### src/rtl/sync_fifo_ctrl.sv
// rtl/sync_fifo_ctrl.sv - synchronous FIFO pointer/flag controller; optional FIFO_ERR_FLAG_EN adds sticky ovfl/udfl
module sync_fifo_ctrl #(
    parameter int ASIZE     = 4,
    parameter int AFULL_TH  = 14,
    parameter int AEMPTY_TH = 2
) (
    input  logic             clk,
    input  logic             rst_n,
    input  logic             push,
    input  logic             pop,
`ifdef FIFO_ERR_FLAG_EN
    input  logic             err_clr,
    output logic             ovfl,
    output logic             udfl,
`endif
    output logic             mem_wen,
    output logic [ASIZE-1:0] mem_waddr,
    output logic [ASIZE-1:0] mem_raddr,
    output logic             full,
    output logic             empty,
    output logic             afull,
    output logic             aempty,
    output logic [ASIZE:0]   count
);

    localparam int             DEPTH     = 1 << ASIZE;
    localparam logic [ASIZE:0] DEPTH_LV  = (ASIZE+1)'(DEPTH);
    localparam logic [ASIZE:0] AFULL_LV  = (ASIZE+1)'(AFULL_TH);
    localparam logic [ASIZE:0] AEMPTY_LV = (ASIZE+1)'(AEMPTY_TH);
    localparam logic [ASIZE:0] ONE       = (ASIZE+1)'(1);

    logic [ASIZE:0] wptr;
    logic [ASIZE:0] rptr;
    logic [ASIZE:0] count_nxt;
    logic           wacc;
    logic           racc;

    // Accept decisions, next fill level; mem_wen is held low while reset is asserted
    always_comb begin
        wacc      = push & ~full;
        racc      = pop & ~empty;
        mem_wen   = wacc & rst_n;
        count_nxt = count + {{ASIZE{1'b0}}, wacc} - {{ASIZE{1'b0}}, racc};
    end

    assign mem_waddr = wptr[ASIZE-1:0];
    assign mem_raddr = rptr[ASIZE-1:0];

    // Pointers wrap naturally; count and flags derive from the fill level, never from pointer values
    always_ff @(posedge clk or negedge rst_n) begin
        if (!rst_n) begin
            wptr   <= '0;
            rptr   <= '0;
            count  <= '0;
            full   <= 1'b0;
            empty  <= 1'b1;
            afull  <= 1'b0;
            aempty <= 1'b1;
        end else begin
            if (wacc) wptr <= wptr + ONE;
            if (racc) rptr <= rptr + ONE;
            count  <= count_nxt;
            full   <= (count_nxt == DEPTH_LV);
            empty  <= (count_nxt == '0);
            afull  <= (count_nxt >= AFULL_LV);
            aempty <= (count_nxt <= AEMPTY_LV);
        end
    end

`ifdef FIFO_ERR_FLAG_EN
    // Sticky overflow/underflow; a new error in the clearing cycle keeps the flag set
    always_ff @(posedge clk or negedge rst_n) begin
        if (!rst_n) begin
            ovfl <= 1'b0;
            udfl <= 1'b0;
        end else begin
            if (push && full)  ovfl <= 1'b1;
            else if (err_clr)  ovfl <= 1'b0;
            if (pop && empty)  udfl <= 1'b1;
            else if (err_clr)  udfl <= 1'b0;
        end
    end
`endif

endmodule

### config.mk
export PLATFORM = sky130hd
export DESIGN_NAME = sync_fifo_ctrl
export DESIGN_NICKNAME = d
export VERILOG_FILES = /design/src/rtl/sync_fifo_ctrl.sv
export SDC_FILE = /design/constraint.sdc
export NUM_CORES = 1
export LEC_CHECK = 0
export ABC_AREA = 1
export BUFFER_PORTS_ARGS = -buffer_cell sky130_fd_sc_hd__buf_2
export CAP_MARGIN = 20
export CORE_ASPECT_RATIO = 1.2
export CORE_MARGIN = 3
export CORE_UTILIZATION = 51
export DETAILED_ROUTE_END_ITERATION = 12
export GPL_TIMING_DRIVEN = 0
export MAX_ROUTING_LAYER = met4
export PLACE_DENSITY_LB_ADDON = 0.1
export SLEW_MARGIN = 15
export SYNTH_ARGS = -nofsm -noshare
export SYNTH_HDL_FRONTEND = slang
export SYNTH_SLANG_ARGS = --single-unit
### constraint.sdc
create_clock -name clk -period 2.7 [get_ports clk]
set_input_delay 0.54 -clock clk [delete_from_list [all_inputs] [get_ports clk]]
set_output_delay 0.54 -clock clk [all_outputs]
set_load 0.02 [all_outputs]
==> flow_metrics.py <==
metrics = {
    "run_status": {
        "status": "finished, final reports clean",
    },
    "synthesis": {
        "syn_area_um2": 901,
        "synth-async-reset-ratio": 1.00,
        "syn_inst": 104,
        "synth-edff-count": 0,
        "synthFlopType": "dfrtp_1",
        "synth.top_cell.area_share": 0.417,
        "synth_top_family_by_area": "simple AND/OR/NAND/NOR gates",
        "synthMuxAreaShare": 0,
        "syn_area_per_cell_um2": 8.66,
        "synthXorXnorAreaFrac": 0.0583,
        "synth_warnings": 0,
        "synth_area_leaders": "dfrtp_1, nand2_1, ha_1",
        "synth.distinct_cells": 14,
        "synth_most_common_cell": "nand2_1",
        "synth_top_area_cell": "dfrtp_1",
        "ys_ff_latch": 17,
        "postSynthNetCount": 116,
        "synth_compound_area_frac": 0.0264,
        "ys_top_cells_by_count": "nand2_1, inv_1, dfrtp_1, nand3_1, nor2_1",
        "synth_seq_area_share": 0.475,
        "yosys.area_share.simple": 0.242,
        "synth_fa_ha_area_frac": 0.119,
    },
    "clocking": {
        "post-cts-setup-buffers": 0,
        "cts_htree_levels": 1,
        "cts-root-buf": "clkbuf_4",
        "clk_pin_slew_ps": 100,
        "clkLatencyLatePin_ps": 280,
        "postCtsHoldBufs": 0,
        "cts_made_buffers": 3,
        "cts_resized": 0,
        "clock_sinks": 17,
        "cts.path.max_buffers": 2,
        "cts_tree": "built",
    },
    "critical_path": {
        "r2r_start": "full",
        "arrival_ps": 2430,
        "path_max_fanout": 4,
        "cp_data_required_time_ps": 2910,
        "crit_path_start_kind": "flip-flop",
        "setup.worst_path.start": "full",
        "end_kind": "flip-flop",
        "critPathKind": "flip-flop to flip-flop",
    },
    "timing": {
        "rsz0062_at_grt": "no",
        "fmax_mhz": 451,
        "min_period_ps": 2220,
        "hold_viol_final": 0,
        "finalSetupViolations": 0,
        "fin_skew_ps": 8.50,
        "totalNegativeSetupSlack_ps": 0,
        "fin_crit_sh": 0.821,
        "slew_violations": 0,
        "maxSlewHeadroom": 0.742,
        "setup_slack_ps": 483,
        "tightest_slew_ps": 387,
    },
    "layout": {
        "fill_cells": 154,
        "multiInputGateArea_um2": 402,
        "drive_gt1_frac": 0.240,
        "finalNetCount": 142,
        "final_cells": 147,
        "area_growth_pct": 17.2,
        "n_antenna_cell": 0,
        "regArea_um2": 428,
        "design_area_mm2": 0.00106,
    },
    "flow_run": {
        "cap_violations": 0,
    },
    "global_route": {
        "first_global_vias": 681,
        "antenna_found_initial": 0,
        "overflow": 0,
        "grt_max_degree": 19,
        "track_usage": 0.166,
        "grt_pass1_wl_mm": 2.75,
    },
    "floorplan": {
        "die_y_um": 52.0,
        "rows": 16,
        "core_mm2": 0.00164,
        "io_pins": 22,
        "die_x_um": 44.4,
        "initial_core_util": 0.549,
        "die_area_mm2": 0.00231,
    },
    "routing": {
        "drt_wl_total_mm": 1.61,
        "antenna_left": 0,
        "vias": 709,
        "drtPass1Iterations": 4,
        "vias_per_cell": 4.82,
        "wl_per_cell_um": 10.9,
        "drt-initial-drc-count": 8,
        "drc_errors": 0,
    },
    "placement": {
        "dp.cells": 143,
        "finalWeightedCongestion": 0.761,
        "port-buffer-count": 21,
        "dp_hpwl_mm": 1.29,
        "dp_slack_ps": 269,
        "place_area_mm2": 0.00103,
    },
    "worst_hold_path": {
        "hold_class": "primary input to asynchronous set/reset pin",
    },
}
per-layer routing:
layer	vias to the layer above	wire, µm	GRT usage
met5	-	0	-
met4	0	17	0.0905
met3	2	83	0.0138
met2	21	810	0.274
met1	317	695	0.196
li1	369	-	-
registers in the layout, summed over array words and instances, names as in the netlist:
signal / count
aempty: 1
afull: 1
wptr: 4
empty: 1
count: 5
full: 1
rptr: 4
area by class of cell:
cell class,instances,area share
Sequential cell,17,0.405
Clock buffer,3,0.0213
Tap cell,18,0.0213
Inverter,19,0.0675
Multi-Input combinational cell,68,0.380
Timing Repair Buffer,21,0.0995
Clock inverter,1,0.00474
stage by stage:
| stage | hold WS (ps) | util |
|---|---|---|
| 2_1_floorplan | 244 | - |
| 3_3_place_gp | 451 | 0.627 |
| 3_5_place_dp | 452 | 0.627 |
| 4_1_cts | 163 | 0.643 |
| 5_1_grt | 170 | 0.643 |
| 6_report | 161 | 0.643 |
path summary, 6_finish.rpt:
check	endpoint	slack, ps	cells past startpoint
max in group asynchronous	aempty	2230	1
setup / recovery	full	480	11
min in group clk	rptr[3]	460	1
setup reg to reg	full	480	11
hold / removal	rptr[0]	160	1
hold reg to reg	rptr[3]	460	1
critical path: stages (launching register included):
cell and delay [ps]:
dfrtp_1 410, nor2_4 150, inv_1 100, ha_1 280, inv_1 40, ha_1 210
fa_1 490, inv_1 100, nand2_1 50, a21oi_1 110, nand3_1 110, nor2_1 100
cell usage in the layout (no fill, tap or decap):
cell	Yosys	final
a21oi_1	3	3
a21oi_2	1	1
buf_2	0	21
clkbuf_4	0	3
clkinv_2	0	1
dfrtp_1	15	15
dfstp_2	2	2
fa_1	1	1
ha_1	7	7
inv_1	19	19
nand2_1	29	29
nand2_2	1	1
nand3_1	10	10
nor2_1	8	8
nor2_4	2	2
xnor2_1	2	2
xor2_1	4	4
logic make-up after synthesis:
logic type	after synthesis
xor+xnor	6
flops	17
compound gates	4
fa+ha+maj	8
simple gates	50
buf+inv	19
Power is not shown: default switching activity piles up to over one toggle a cycle in this logic, so the estimate is an artifact.
